===== src/rtl/clk_div_pkg.sv =====
// Shared types and constants for the runtime-retunable clock divider.
package clk_div_pkg;

   localparam int unsigned DIV_W_DEF = 8;
   localparam int unsigned MIN_DIV   = 2;

   typedef enum logic [2:0] {
      StIdle,
      StCheck,
      StWaitBnd,
      StGate,
      StLoad
   } state_e;

endpackage


===== src/rtl/clk_div_prog.sv =====
// Programmable divider: cnt runs 1..ratio, clk_out high for the first ceil(ratio/2) counts.
module clk_div_prog
   import clk_div_pkg::*;
#(
   parameter int unsigned DIV_W = DIV_W_DEF
) (
   input  logic             clk,
   input  logic             rst_n,
   input  logic [DIV_W-1:0] ratio,
   input  logic             hold,
   input  logic             restart,
   output logic             bnd,
   output logic             clk_out
);

   logic [DIV_W-1:0] cnt_q, cnt_d, half;
   logic             clk_out_q, clk_out_d;

   always_comb begin
      // ceil(ratio/2) without needing a wider adder
      half      = (ratio >> 1) + {{(DIV_W-1){1'b0}}, ratio[0]};
      cnt_d     = cnt_q;
      clk_out_d = clk_out_q;
      if (restart) begin
         cnt_d     = DIV_W'(1);
         clk_out_d = 1'b1;
      end else if (hold) begin
         clk_out_d = 1'b0;
      end else begin
         cnt_d     = (cnt_q == '0 || cnt_q >= ratio) ? DIV_W'(1) : cnt_q + DIV_W'(1);
         clk_out_d = (cnt_d <= half);
      end
   end

   always_ff @(posedge clk or negedge rst_n) begin
      if (!rst_n) begin
         cnt_q     <= '0;
         clk_out_q <= 1'b0;
      end else begin
         cnt_q     <= cnt_d;
         clk_out_q <= clk_out_d;
      end
   end

   assign bnd     = (cnt_q == ratio);
   assign clk_out = clk_out_q;

endmodule


===== src/rtl/clk_div_ctrl.sv =====
// Ratio controller: round-robin arbitration of two ratio requests and glitch-free retuning
// of the divided clock at a period boundary.
module clk_div_ctrl
   import clk_div_pkg::*;
#(
   parameter int unsigned DIV_W    = DIV_W_DEF,
   parameter int unsigned DEF_DIV  = 16,
   parameter int unsigned GATE_CYC = 2
) (
   input  logic             clk,
   input  logic             rst_n,
   input  logic [1:0]       req,
   input  logic [DIV_W-1:0] ratio0,
   input  logic [DIV_W-1:0] ratio1,
   output logic [1:0]       ack,
   output logic             err,
   output logic             busy,
   output logic [DIV_W-1:0] cur_div,
   output logic             clk_out
);

   if (DEF_DIV < MIN_DIV) begin : g_bad_def_div
      $error("clk_div_ctrl: DEF_DIV must be >= 2");
   end
   if (GATE_CYC > 15) begin : g_bad_gate_cyc
      $error("clk_div_ctrl: GATE_CYC must be in 0..15");
   end

   localparam logic [DIV_W-1:0] DefDiv   = DIV_W'(DEF_DIV);
   localparam logic [DIV_W-1:0] MinDiv   = DIV_W'(MIN_DIV);
   localparam logic [3:0]       GateLast = 4'(GATE_CYC - 1);

   state_e           state_q, state_d;
   logic             ptr_q, ptr_d, gnt_q, gnt_d;
   logic [DIV_W-1:0] lat_q, lat_d, cur_div_q, cur_div_d;
   logic [1:0]       ack_q, ack_d;
   logic             err_q, err_d;
   logic [3:0]       gcnt_q, gcnt_d;
   logic             hold, restart, bnd, load_now;

   always_comb begin
      state_d   = state_q;
      ptr_d     = ptr_q;
      gnt_d     = gnt_q;
      lat_d     = lat_q;
      cur_div_d = cur_div_q;
      ack_d     = 2'b00;
      err_d     = 1'b0;
      gcnt_d    = gcnt_q;
      hold      = 1'b0;
      restart   = 1'b0;
      load_now  = 1'b0;
      case (state_q)
         StIdle: begin
            // ack_q high means the requester has not yet had a chance to drop req
            if ((|req) && !(|ack_q)) begin
               gnt_d   = (req == 2'b11) ? ptr_q : req[1];
               ptr_d   = ~gnt_d;
               lat_d   = gnt_d ? ratio1 : ratio0;
               state_d = StCheck;
            end
         end
         StCheck: begin
            if (lat_q < MinDiv || lat_q == cur_div_q) begin
               ack_d[gnt_q] = 1'b1;
               err_d        = (lat_q < MinDiv);
               state_d      = StIdle;
            end else begin
               state_d = StWaitBnd;
            end
         end
         StWaitBnd: begin
            // The boundary cycle is already low, so it serves as the first gated cycle
            if (bnd) begin
               if (GATE_CYC == 0) begin
                  load_now = 1'b1;
               end else begin
                  hold    = 1'b1;
                  gcnt_d  = 4'd1;
                  state_d = (GATE_CYC == 1) ? StLoad : StGate;
               end
            end
         end
         StGate: begin
            hold   = 1'b1;
            gcnt_d = gcnt_q + 4'd1;
            if (gcnt_q == GateLast) begin
               state_d = StLoad;
            end
         end
         StLoad: begin
            load_now = 1'b1;
         end
         default: begin
            state_d = StIdle;
         end
      endcase
      if (load_now) begin
         restart   = 1'b1;
         cur_div_d = lat_q;
         state_d   = StIdle;
      end
   end

   always_ff @(posedge clk or negedge rst_n) begin
      if (!rst_n) begin
         state_q   <= StIdle;
         ptr_q     <= 1'b0;
         gnt_q     <= 1'b0;
         lat_q     <= '0;
         cur_div_q <= DefDiv;
         ack_q     <= 2'b00;
         err_q     <= 1'b0;
         gcnt_q    <= 4'd0;
      end else begin
         state_q   <= state_d;
         ptr_q     <= ptr_d;
         gnt_q     <= gnt_d;
         lat_q     <= lat_d;
         cur_div_q <= cur_div_d;
         ack_q     <= ack_d;
         err_q     <= err_d;
         gcnt_q    <= gcnt_d;
      end
   end

   clk_div_prog #(
      .DIV_W(DIV_W)
   ) u_prog (
      .clk    (clk),
      .rst_n  (rst_n),
      .ratio  (cur_div_q),
      .hold   (hold),
      .restart(restart),
      .bnd    (bnd),
      .clk_out(clk_out)
   );

   assign ack     = ack_q | ({gnt_q, ~gnt_q} & {2{load_now}});
   assign err     = err_q;
   assign busy    = (state_q != StIdle) | (|ack_q);
   assign cur_div = cur_div_q;

endmodule


===== config.mk =====
export PLATFORM = sky130hd
export DESIGN_NAME = clk_div_ctrl
export DESIGN_NICKNAME = d
export VERILOG_FILES = /design/src/rtl/clk_div_pkg.sv /design/src/rtl/clk_div_prog.sv /design/src/rtl/clk_div_ctrl.sv
export SDC_FILE = /design/constraint.sdc
export NUM_CORES = 1
export LEC_CHECK = 0
export ABC_AREA = 1
export BUFFER_PORTS_ARGS = -buffer_cell sky130_fd_sc_hd__buf_2
export CORE_AREA = 2 2 95 74
export CTS_BUF_LIST = sky130_fd_sc_hd__clkbuf_4 sky130_fd_sc_hd__clkbuf_8
export DETAILED_ROUTE_END_ITERATION = 8
export DIE_AREA = 0 0 97 76
export HOLD_SLACK_MARGIN = 0.06
export PLACE_DENSITY = 0.61
export SKIP_CTS_REPAIR_TIMING = 1
export SLEW_MARGIN = 30
export SYNTH_ARGS = -nofsm -noshare
export SYNTH_HDL_FRONTEND = slang
export SYNTH_SLANG_ARGS = --single-unit

===== constraint.sdc =====
create_clock -name clk -period 2.8 [get_ports clk]
set_input_delay 0.7 -clock clk [delete_from_list [all_inputs] [get_ports clk]]
set_output_delay 0.7 -clock clk [all_outputs]
set_load 0.02 [all_outputs]

==> results of run 1 <==
==> layer usage <==
metal / vias to the layer above / routed length (um) / GRT usage (%)
li1: 1096 / - / -
met1: 961 / 2880 / 24.2
met2: 33 / 2260 / 21.8
met3: 6 / 255 / 3.49
met4: 0 / 69 / 5.07
met5: - / 0 / 0
==> stage by stage <==
stage / utilization (%) / power, uW
after global routing: 44.5 / 1100
after floorplan: - / 549
after detailed placement: 42.7 / 574
final: 44.5 / 1050
after CTS: 44.5 / 1070
after global placement: 42.7 / 574
==> area by class of cell <==
class	instances	area [um2]
multi-input combinational	224	1370
clock buffer	7	90.1
sequential	37	927
clock inverter	1	30.0
timing repair buffer	37	200
tap	84	105
inverter	51	194
fill	651	3630
==> layout by cell type, fill, tap and decap left out, types with 9 or more instances in the layout <==
cell type / count
sky130_fd_sc_hd__dfrtp_1: 36
sky130_fd_sc_hd__o21ai_0: 14
sky130_fd_sc_hd__buf_2: 31
sky130_fd_sc_hd__xor2_1: 10
sky130_fd_sc_hd__ha_1: 22
sky130_fd_sc_hd__nand3_1: 19
sky130_fd_sc_hd__nor2_2: 9
sky130_fd_sc_hd__inv_1: 49
sky130_fd_sc_hd__nor2_1: 25
sky130_fd_sc_hd__nand2_1: 70
==> Yosys cell counts, types with 4 or more instances <==
library cell               number
sky130_fd_sc_hd__dfrtp_1       36
sky130_fd_sc_hd__nor2_2         9
sky130_fd_sc_hd__nor3_1         4
sky130_fd_sc_hd__nand2_1       70
sky130_fd_sc_hd__xnor2_1        7
sky130_fd_sc_hd__nor2_1        25
sky130_fd_sc_hd__inv_1         49
sky130_fd_sc_hd__a21oi_1        7
sky130_fd_sc_hd__o221ai_1       7
sky130_fd_sc_hd__o21ai_0       14
sky130_fd_sc_hd__nand3_1       19
sky130_fd_sc_hd__ha_1          22
sky130_fd_sc_hd__nand4_1        4
sky130_fd_sc_hd__nand2_2        7
sky130_fd_sc_hd__xor2_1        10
==> flip-flops by register name, indices dropped and copies added (netlist names) <==
signal	flops
ptr_q	1
u_prog.clk_out	1
u_prog.cnt_q	8
ack_q	2
state_q	3
gnt_q	1
err	1
cur_div	8
gcnt_q	4
lat_q	8
==> logic make-up (layout without fill, tap and decap cells) <==
group	count (synthesis)	after routing	synth area share, %
and+or+nand+nor	147	147	27.6
buffers and inverters	56	96	9.48
AOI/OAI and AO/OA	38	38	9.58
DFF	37	37	36.6
adders and majority gates	22	22	10.9
xor gates and xnor gates	17	17	5.88
==> worst register-to-register path, delay by kind of cell, from the launching register on <==
kind | cells | cell delay (ns)
buffers and inverters | 1 | 0.11
AOI/OAI and AO/OA | 4 | 0.50
and+or+nand+nor | 8 | 0.88
adders and majority gates | 2 | 0.57
DFF | 1 | 0.44
==> where the power goes <==
| part | internal (uW) | switching (uW) |
|---|---|---|
| Combinational | 11.0 | 18.2 |
| Clock | 300 | 190 |
| Sequential | 534 | 0 |
==> worst max path at each step <==
stage / to / slack, ns / from
2_1_floorplan: u_prog.clk_out$_DFF_PN0_ / 0.36 / cur_div[3]$_DFFE_PN0P_
3_3_place_gp: u_prog.clk_out$_DFF_PN0_ / 0.34 / cur_div[4]$_DFFE_PN1P_
3_5_place_dp: u_prog.clk_out$_DFF_PN0_ / 0.26 / cur_div[4]$_DFFE_PN1P_
4_1_cts: u_prog.clk_out$_DFF_PN0_ / 0.24 / cur_div[7]$_DFFE_PN0P_
5_1_grt: u_prog.clk_out$_DFF_PN0_ / 0.0007 / cur_div[7]$_DFFE_PN0P_
6_report: u_prog.clk_out$_DFF_PN0_ / 0.24 / cur_div[7]$_DFFE_PN0P_
==> run summary, run 1 <==
The number of synthesized flops with an enable pin was 0. After detailed placement, the design holds a cell count of 433. The Yosys step of the flow raised 0 warnings. For this configuration, the core starts out at a cell density of 38.7%. After global routing the overflow that remains totals 0. The pre-antenna-repair detailed-routing pass consisted of 4 iterations. Of all nets on the critical path, the largest fanout is 7.

Port buffering added 32 buffers. Minimum setup slack in the final design: 0.238 ns. Buffering stage count on the worst path with inverters included: 1. Derived from the worst setup path, the maximum achievable clock frequency is 0.390 GHz. The top flip-flop cell by instance count after synthesis is sky130_fd_sc_hd__dfrtp_1. IR analysis of the VDD net gives a maximum drop of 0.000204 V.

For the design area, the log shows 0.00291 mm2. The H-tree generated during clock tree synthesis spans 2 levels. The mean instance size in the synthesized netlist came out at 7.99 um2.

Clock latency on the worst-skew pair, taken at its later pin, is 0.29 ns. Power spread over the standard cell area amounts to 362 mW/mm2. The tools report the placeable core area as 0.00654 mm2.

Once placement finished, the instance area stood at 0.00279 mm2. 33 I/O pins were placed. The final setup violation count is 0. The worst path required time came out at 3.02 ns.

The die is 97 um wide. The flow ran to the end, and the final reports show no timing, DRC or antenna violations. The pin count of the biggest net entering global routing is 38, and the cell area after technology mapping is 0.00253 mm2. Number of global-route vias before repair: 1924. The number of buffers added by the clock tree synthesis step came out at 5.

Number of routed nets with antenna violations: 0. The floorplan step set the die height to 76 um. Counting flops with an async set or reset pin after synthesis yields a share of 100%. Final hold analysis gives a worst-case slack of 0.360 ns.

Yosys mapped the design onto 36 distinct sky130hd cell types. 0 antenna diodes ended up in the layout. Clock input transition at the sequential cells of the worst setup and hold paths: 0.07 ns. The tools report the cell at the root of the clock tree as sky130_fd_sc_hd__clkbuf_8. For the worst flop-to-flop path, the logic depth is 15. The maximum root-to-sink buffer count was 2; the wire length of the first global-routing pass was 9320 um. Violation count after the first detailed-routing iteration: 94. For the pin with the worst max-slew slack, the measured transition is 0.513 ns. Walking the worst path, the cells encountered are inv_1 -> ha_1 -> nand2_1 -> nor2_2 -> nand2_2 -> nand2_1 -> nor3_4 -> nand2_4 -> nor2_4 -> ha_1 -> a21oi_1 -> o21ai_0 -> a21oi_1 -> nand2_1 -> a21oi_1.

Setup slack on the worst reg-to-reg path comes out at 0.24 ns. By startpoint and endpoint, the worst setup path is classified as reg -> reg. On the worst path, the slowest cell contributes a delay of 0.44 ns.

The overall track demand over capacity in global routing was 15.8%; the last weighted congestion value of the routability-driven placer was 0.855. The tools report the number of hold-slack violations in the final timing report as 0. In the final routed layout, each cell accounts on average for 12.4 um. The run gives 0 as the final max-slew violation count. TritonCTS built the clock tree.

Of the cells placed in the final design, the portion with a size suffix greater than 1 is 20.2%. For the synthesized netlist net count, the log shows 359. The tree built by TritonCTS fans out to 37 sinks.

OpenSTA, run right after detailed placement, puts the worst setup slack at 0.258 ns. The cell family contributing the most delay on the critical path is simple AND/OR/NAND/NOR gates. The clock arrives with 0.00786 ns of skew. Data on the critical path arrives at its endpoint at 2.78 ns. The cell depth of the worst setup path is 15. The die covers 0.00737 mm2.

The synthesized design devotes to its leading area cell type 35.6% of total area. The worst path in the final design needs a cycle of 2.56 ns, including I/O delays and setup. In the synthesized netlist, the number of instances is 317. For the leakage power total, the log shows 0.00152 uW. The routed layout has 2096 vias.

The cell at the slowest stage of the critical path is sky130_fd_sc_hd__dfrtp_1. The synthesized design contains 37 register bits. Setup repair after global routing left no endpoint under its margin.

The path class of the tightest hold or removal check is in -> async. The logs give 26 for the number of rows in the core area and 0 for the max-cap violation count. The run gives 65.7% as the relative slew slack. After synthesis, the cell types taking the most area are sky130_fd_sc_hd__dfrtp_1 36%, sky130_fd_sc_hd__ha_1 11%, sky130_fd_sc_hd__nand2_1 10%. After detailed routing, the number of remaining DRC violations is 0. Worst flop-to-flop path endpoint: u_prog.clk_out$_DFF_PN0_. Using the TritonRoute via totals, the vias-per-cell ratio works out to 4.75. The run gives 0 ns as the total negative setup slack.

The synthesis-to-finish area growth came out at 15.0%. The startpoint identified for the worst register-to-register timing path is cur_div[7]$_DFFE_PN0P_. After the last flow step, the layout net total stands at 398. STA classifies the critical path endpoint as a flip-flop. The worst setup path is launched from a flip-flop. The largest total area in the synthesized netlist belongs to sky130_fd_sc_hd__dfrtp_1.

Of the available clock period, the critical path in the final layout requires 91.5%. Wires add up to 5470 um. Detailed placement finished with a half-perimeter wire length of 4240 um. Initial antenna violation count: 0. Summing the sequential cell areas from Yosys gives 36.6% of the chip area. The tools report the post-route non-filler standard cell count as 441.
No activity file was read; power rests on OpenSTA's default activity.
==> inputs of run 2 (changes only) <==
--- a/config.mk
+++ b/config.mk
@@ -12,7 +12,7 @@
 export DETAILED_ROUTE_END_ITERATION = 8
 export DIE_AREA = 0 0 97 76
 export HOLD_SLACK_MARGIN = 0.06
-export PLACE_DENSITY = 0.61
+export PLACE_DENSITY = 0.63
 export SKIP_CTS_REPAIR_TIMING = 1
 export SLEW_MARGIN = 30
 export SYNTH_ARGS = -nofsm -noshare
==> constraint.sdc (replaced) <==
create_clock -name clk -period 2.1 [get_ports clk]
set_input_delay 0.525 -clock clk [delete_from_list [all_inputs] [get_ports clk]]
set_output_delay 0.525 -clock clk [all_outputs]
set_load 0.02 [all_outputs]
==> run 2 against run 1 <==
The flow now finishes with violations (negative setup slack). Global-route usage grew 0.086 points. Flip-flop and latch count unchanged. Combinational power up 40%. Sequential power rose by 33%. Worst setup slack got worse by 0.55 ns. Register-to-register slack lost 0.55 ns. Clock skew fell by 0.0025 ns. First-iteration DRC count decreased by 33%. Routed wire length is 3.5% higher. Critical path type unchanged. Critical endpoint unchanged. Largest power group unchanged. Highest routed layer unchanged.
==> run summary, run 2 (synthesized netlist as in run 1, its figures left out) <==
The logs give 0 (unchanged) for the number of antenna repair diodes and 65.9% (+0.21 points) for the relative slew slack. The total clock sinks is 37 (unchanged), and the area occupied by registers is 928 um2 (+0.13%). The total power per unit cell area was 431 mW/mm2 (+19%); the total of buffers placed on input and output ports was 32 (unchanged).

The detailed placement HPWL was 4470 um (+5.6%); the total via count in the routed design was 2192 (+4.6%). The tools report the violation count after the first detailed-routing iteration as 63 (-33%). The top achievable clock speed was 0.414 GHz (+6.1%); the final routed wirelength across all metal layers was 5660 um (+3.5%). The synthesis-to-finish area growth was 26.6%; the final max-slew violation count was 0 (unchanged). The tools report the placed instance count as 462 (+6.7%).

The run gives 0.00654 mm2 (unchanged) as the placeable core area. For the clock insertion delay at the later pin of the skew report, the log shows 0.29 ns (about the same). The maximum level of the CTS H-tree came out at 2 (unchanged). Leakage power total: 0.00167 uW (+9.8%). Launch instance of the worst register-to-register path: cur_div[4]$_DFFE_PN1P_. The number of buffers added by the clock tree synthesis step came out at 5 (unchanged).

Setup repair after global routing could not meet its margin everywhere. Clock input transition at the sequential cells of the worst setup and hold paths: 0.08 ns (about the same). The count of cells along the worst register-to-register path works out to 16 (+1).

The post-route non-filler standard cell count is 472 (+7.0%). The flow ran to the end, but the final reports show violations. The run gives 33 (unchanged) as the number of top-level design ports. The sum of internal, switching and leakage power was 1380 uW (+31%); the max-cap violation count was 0 (unchanged). The final setup violation count was 2 (+2). The worst clock skew was 0.00538 ns (-0.00247 ns). The number of nets at the end of the flow is 429 (+7.8%).

STA classifies the critical path endpoint as a flip-flop. The number of fill cells is 627 (-3.7%), and the actual transition at the worst max-transition pin is 0.512 ns (-0.00114 ns). The routed wirelength normalized by instance count is 12.0 um (-3.3%). The overall track demand over capacity in global routing was 15.9% (+0.086 points); the fraction of final layout cells sized beyond drive strength 1 was 29.6% (+9.5 points). The total congestion overflow after global routing was 0 (unchanged). For the minimum setup slack in the final design, the log shows -0.314 ns (-0.552 ns).

The class of the most critical setup path is reg -> reg. For the pin count of the biggest net entering global routing, the log shows 24 (-37%). TritonCTS built the clock tree.

The largest vdd supply drop came out at 0.000306 V (+50%). The post-layout utilization of the core was 49.0% (+4.5 points). Final critical-path required period: 2.41 ns (-0.148 ns).

The run gives 0 (unchanged) as the initial antenna violation count. Data arrival time at the worst-slack endpoint: 2.63 ns (-0.15 ns). For the number of hold-slack violations in the final timing report, the log shows 0 (unchanged). The tools report the worst flop-to-flop path endpoint as u_prog.clk_out$_DFF_PN0_.

The multi-input gate area in the final layout came out at 0.00143 mm2 (+4.9%). In the layout the commonest cells are 67 x sky130_fd_sc_hd__nand2_1, 47 x sky130_fd_sc_hd__inv_1, 36 x sky130_fd_sc_hd__buf_4. The register-to-register setup slack was -0.31 ns (-0.55 ns); the worst path required time was 2.32 ns (-0.70 ns). Cell at the root of the clock tree: sky130_fd_sc_hd__clkbuf_8. The library cell used most frequently in the layout, excluding fill and tap cells, is sky130_fd_sc_hd__nand2_1.

The path class of the lowest-slack min-delay path was in -> async. The run gives 4 (unchanged) as the number of detailed-routing iterations run before antenna repair. The logs give 38.7% (unchanged) for the initial standard-cell utilization of the core and 0.866 (+1.2%) for the last weighted congestion value of the routability-driven placer. The share of the clock period used by the worst path came out at 115% (+23 points). The horizontal die dimension was 97 um (unchanged).

Area of the die: 0.00737 mm2 (unchanged). The total DRC errors in the routed layout was 0 (unchanged). Number of rows in the core area: 26 (unchanged). The tools report the maximum root-to-sink buffer count as 2 (unchanged).

The checks that failed: negative setup slack. Overall die height: 76 um (unchanged). For the number of global-route vias before repair, the log shows 2051 (+6.6%). The wire length of the first global-routing pass was 9430 um (+1.2%). Startpoint kind of the worst setup timing path: a flip-flop. The ratio of routed vias to standard cells is 4.64 (-2.3%), and the number of routed nets with antenna violations is 0 (unchanged). Maximum fanout encountered on the critical timing path: 7 (unchanged).
run 2: worst max path at each step:
stage                                       from                       end  slack, ns  depth (start not counted)
after CTS                 cur_div[4]$_DFFE_PN1P_  u_prog.clk_out$_DFF_PN0_      -0.32                         17
after floorplan           cur_div[4]$_DFFE_PN1P_  u_prog.clk_out$_DFF_PN0_      -0.33                         17
after global routing      cur_div[6]$_DFFE_PN0P_  u_prog.clk_out$_DFF_PN0_      -0.50                         17
after global placement    cur_div[4]$_DFFE_PN1P_  u_prog.clk_out$_DFF_PN0_      -0.22                         17
final                     cur_div[4]$_DFFE_PN1P_  u_prog.clk_out$_DFF_PN0_      -0.31                         16
after detailed placement  cur_div[4]$_DFFE_PN1P_  u_prog.clk_out$_DFF_PN0_      -0.29                         17
run 2: metrics by stage:
step / setup WS (ns) / instance area (um2) / hold slack [ns] / setup TNS [ns]
2_1_floorplan: -0.327 / 2530 / 0.229 / -0.327
3_3_place_gp: -0.223 / 3010 / 0.456 / -0.223
3_5_place_dp: -0.293 / 3010 / 0.460 / -0.293
4_1_cts: -0.322 / 3120 / 0.215 / -0.322
5_1_grt: -0.499 / 3210 / 0.231 / -1.20
6_report: -0.314 / 3210 / 0.198 / -0.327
run 2: area by class of cell:
cell class,count,area share (%)
tap,84,3.28
timing repair buffer,68,13.4
clock inverter,2,1.21
sequential,37,29.0
multi-input combinational,224,44.7
clock buffer,6,2.38
inverter,51,6.05
run 2: per-layer routing:
metal / vias to the layer above / share of wire, % / global-route usage (%)
met5: - / 0 / 0
met4: 0 / 0.78 / 3.80
met3: 5 / 4.3 / 3.30
met2: 35 / 43 / 23.3
met1: 991 / 52 / 23.9
li1: 1161 / - / -
run 2: worst max-delay path: stages, from the launching register on:
cell	delay, ns
sky130_fd_sc_hd__dfstp_2	0.54
sky130_fd_sc_hd__inv_2	0.05
sky130_fd_sc_hd__ha_4	0.25
sky130_fd_sc_hd__nand2_2	0.05
sky130_fd_sc_hd__nor2_2	0.14
sky130_fd_sc_hd__nand2_2	0.08
sky130_fd_sc_hd__nand2_2	0.08
sky130_fd_sc_hd__nor3_4	0.05
sky130_fd_sc_hd__nand2_4	0.15
sky130_fd_sc_hd__inv_1	0.07
sky130_fd_sc_hd__and2_1	0.15
sky130_fd_sc_hd__ha_1	0.29
sky130_fd_sc_hd__nand4_1	0.08
sky130_fd_sc_hd__inv_1	0.06
sky130_fd_sc_hd__a21oi_1	0.11
sky130_fd_sc_hd__nand2_1	0.07
sky130_fd_sc_hd__a21oi_2	0.12
run 2: power by group:
part / leakage (uW) / internal (uW) / switching (uW)
Sequential: 0.000454 / 712 / 0
Clock: 0.0000588 / 369 / 259
Combinational: 0.00115 / 15.3 / 25.5
==> inputs of run 3 (changes only) <==
--- a/config.mk
+++ b/config.mk
@@ -12,9 +12,8 @@
 export DETAILED_ROUTE_END_ITERATION = 8
 export DIE_AREA = 0 0 97 76
 export HOLD_SLACK_MARGIN = 0.06
-export PLACE_DENSITY = 0.63
+export PLACE_DENSITY = 0.6
 export SKIP_CTS_REPAIR_TIMING = 1
-export SLEW_MARGIN = 30
 export SYNTH_ARGS = -nofsm -noshare
 export SYNTH_HDL_FRONTEND = slang
 export SYNTH_SLANG_ARGS = --single-unit
==> run 3 against run 2 <==
The run still ends with negative setup slack left. Sequential share of layout area down 0.11 points. Worst setup slack worse by 0.037 ns. First-iteration DRC count up 37%. Cell area up 0.39%. Global-route usage up 0.57 points. Combinational power up 6.4%. Critical path depth up 1. Clock power down 20%. Largest cell class unchanged. Largest power group unchanged. Highest routed layer unchanged.
==> run summary, run 3 (synthesized netlist as in run 1, its figures left out) <==
The run finished, with violations left. The final reports fail on negative setup slack. Number of fill cells: 624 (-0.48%).

The number of buffers added by the clock tree synthesis step is 5 (unchanged). The last weighted congestion value of the routability-driven placer was 0.874 (+0.98%); the data arrival time at the worst-slack endpoint was 2.67 ns (+0.04 ns). For the number of rows in the core area, the log shows 26 (unchanged). The number of antenna repair diodes is 0 (unchanged). The final critical-path required period is 2.45 ns (+0.0370 ns). The logs give 5690 um (+0.53%) for the final routed wirelength across all metal layers and 0 (unchanged) for the max-cap violation count.

The initial standard-cell utilization of the core is 38.7% (unchanged). The final max-slew violation count came out at 0 (unchanged). Placeable core area: 0.00654 mm2 (unchanged). Leaving out fill and tap cells, the most frequent cells in the layout are 65 x sky130_fd_sc_hd__nand2_1, 47 x sky130_fd_sc_hd__inv_1, 35 x sky130_fd_sc_hd__dfrtp_1, 35 x sky130_fd_sc_hd__buf_4, 32 x sky130_fd_sc_hd__buf_2.

The tools report the relative slew slack as 64.7% (-1.1 points). The horizontal die dimension was 97 um (unchanged). The worst path required time came out at 2.32 ns (about the same). The tools report the net switching power as 297 uW (+4.4%).

The number of routed nets with antenna violations is 0 (unchanged). The clock input transition at the sequential cells of the worst setup and hold paths was 0.08 ns (about the same); the post-placement setup slack was -0.303 ns (-0.00950 ns). Cell depth of the worst setup path: 17 (+1).

The critical path goes through inv_2 -> ha_4 -> nand2_4 -> nor2_4 -> nand2_2 -> nand2_2 -> nor3_4 -> nand2_4 -> nor2_4 -> ha_4 -> inv_2 -> nor2_2 -> nor2_1 -> o21ai_1 -> a21oi_1 -> nand2_1 -> a21oi_2. The count of cells along the worst register-to-register path is 17 (+1). The launch point of the worst path is cur_div[4]$_DFFE_PN1P_. The final setup violation count was 1 (-1); the clock network fraction of design power was 39.9% (-5.6 points). STA classifies the critical path startpoint as a flip-flop. The ratio of routed vias to standard cells came out at 4.71 (+1.4%). The area occupied by registers was 928 um2 (unchanged). The part of the total power dissipated in combinational logic was 3.5% (+0.5 points). The maximum fanout encountered on the critical timing path was 7 (unchanged); the violation count after the first detailed-routing iteration was 86 (+37%).

The multi-input gate area in the final layout was 0.00144 mm2 (+0.61%); the detailed placement HPWL was 4520 um (+1.2%). The run gives 0.00322 mm2 (+0.39%) as the design area. The actual transition at the worst max-transition pin works out to 0.529 ns (+0.0170 ns).

Leaving out fill and tap cells, the most frequent cell in the layout is sky130_fd_sc_hd__nand2_1. The run gives 0.00713 ns (+0.00175 ns) as the worst clock skew. The overall track demand over capacity in global routing is 16.4% (+0.57 points). The total power per unit cell area was 390 mW/mm2 (-9.4%); the wire length of the first global-routing pass was 9850 um (+4.5%). The clock insertion delay at the later pin of the skew report was 0.29 ns (about the same).

The class of the most critical setup path was reg -> reg. The tools report the cell at the root of the clock tree as sky130_fd_sc_hd__clkbuf_8. Number of hold-slack violations in the final timing report: 0 (unchanged). The overall die height is 76 um (unchanged). The number of nets at the end of the flow came out at 430 (+0.23%). Setup repair after global routing could not meet its margin everywhere. The run gives 0.00303 mm2 (+0.83%) as the cell area after placement. The post-layout utilization of the core is 49.2% (+0.19 points), and the switching part of the total power is 23.7% (+3.0 points).

The min-delay analysis places its worst path in the category in -> async. The number of global-route vias before repair came out at 2176 (+6.1%). The buffering stage count on the worst path with inverters included was 2 (-1).

Routed wirelength normalized by instance count: 12.0 um (+0.32%). STA classifies the critical path endpoint as a flip-flop. For the total via count in the routed design, the log shows 2228 (+1.6%). The tools report the sequential power share as 56.7% (+5.2 points). The largest individual stage delay along the critical path comes from the cell sky130_fd_sc_hd__dfstp_2. The post-route non-filler standard cell count is 473 (+0.21%). The logs give 22 (-8.3%) for the pin count of the biggest net entering global routing and 2 (unchanged) for the maximum root-to-sink buffer count. The fraction of final layout cells sized beyond drive strength 1 was 30.6% (+0.95 points). The total clock sinks came out at 37 (unchanged).

The tools report the area of the die as 0.00737 mm2 (unchanged). The maximum level of the CTS H-tree came out at 2 (unchanged). The run gives 959 uW (-13%) as the design internal power. For the top achievable clock speed, the log shows 0.408 GHz (-1.5%). Worst stage delay on the critical path: 0.54 ns (about the same).

The number of top-level design ports came out at 33 (unchanged). The share of the clock period used by the worst path was 117% (+1.8 points). For the leakage power total, the log shows 0.00167 uW (-0.12%). The largest vdd supply drop is 0.000200 V (-35%), and the total of buffers placed on input and output ports is 32 (unchanged). The startpoint identified for the worst register-to-register timing path is cur_div[4]$_DFFE_PN1P_.

The logs give 462 (unchanged) for the placed instance count and -0.351 ns (-0.0370 ns) for the minimum setup slack in the final design. The area growth from synthesis to layout is 27.1%. For the number of detailed-routing iterations run before antenna repair, the log shows 4 (unchanged). Grouping stages by cell kind, the critical path spends the most delay in simple AND/OR/NAND/NOR gates. The total congestion overflow after global routing was 0 (unchanged). The run gives 0 (unchanged) as the initial antenna violation count. TritonCTS built the clock tree. Total DRC errors in the routed layout: 0 (unchanged).
-- run 3: changes by cell type in the layout (fill, tap and decap cells not counted), sizes merged --
cell,delta
buf,+1
clkbuf,-1
clkinvlp,+1
clkinv,+1
bufinv,-1
-- run 3: metal layers --
| metal | up-vias | global-route usage, % | wire, um |
|---|---|---|---|
| met5 | - | 0 | 0 |
| met4 | 0 | 3.80 | 46 |
| met3 | 5 | 3.30 | 117 |
| met2 | 17 | 25.6 | 2510 |
| met1 | 1037 | 23.7 | 3020 |
| li1 | 1169 | - | - |
-- run 3: path summary, 6_finish.rpt --
check | slack, ns | endpoint
hold reg to reg | 0.46 | ack_q[0]$_DFF_PN0_
max in group asynchronous | 1.42 | u_prog.cnt_q[0]$_DFFE_PN0P_
setup reg to reg | -0.35 | u_prog.clk_out$_DFF_PN0_
hold / removal | 0.21 | cur_div[7]$_DFFE_PN0P_
min in group clk | 0.46 | ack_q[0]$_DFF_PN0_
setup / recovery | -0.35 | u_prog.clk_out$_DFF_PN0_
-- run 3: cell type report --
class                      count  area share (%)
inverter                      51            6.02
clock inverter                 3           0.544
timing repair buffer          69            14.4
tap                           84            3.26
multi-input combinational    224            44.8
sequential                    37            28.8
clock buffer                   5            2.14
-- run 3: power by group through the flow --
stage | clock, uW | sequential [uW] | combinational (uW)
after global placement | 0 | 726 | 44.1
after CTS | 517 | 712 | 44.8
after floorplan | 0 | 726 | 5.69
after detailed placement | 0 | 726 | 44.8
final | 501 | 712 | 43.4
after global routing | 559 | 712 | 50.5
-- run 3: stage by stage --
step                power [uW]  setup TNS, ns  hold WS [ns]
detailed placement         771         -0.303         0.445
CTS                       1270         -0.337         0.224
global route              1320         -0.635         0.233
floorplan                  732         -0.327         0.229
finish                    1260         -0.351         0.210
global placement           770         -0.222         0.445
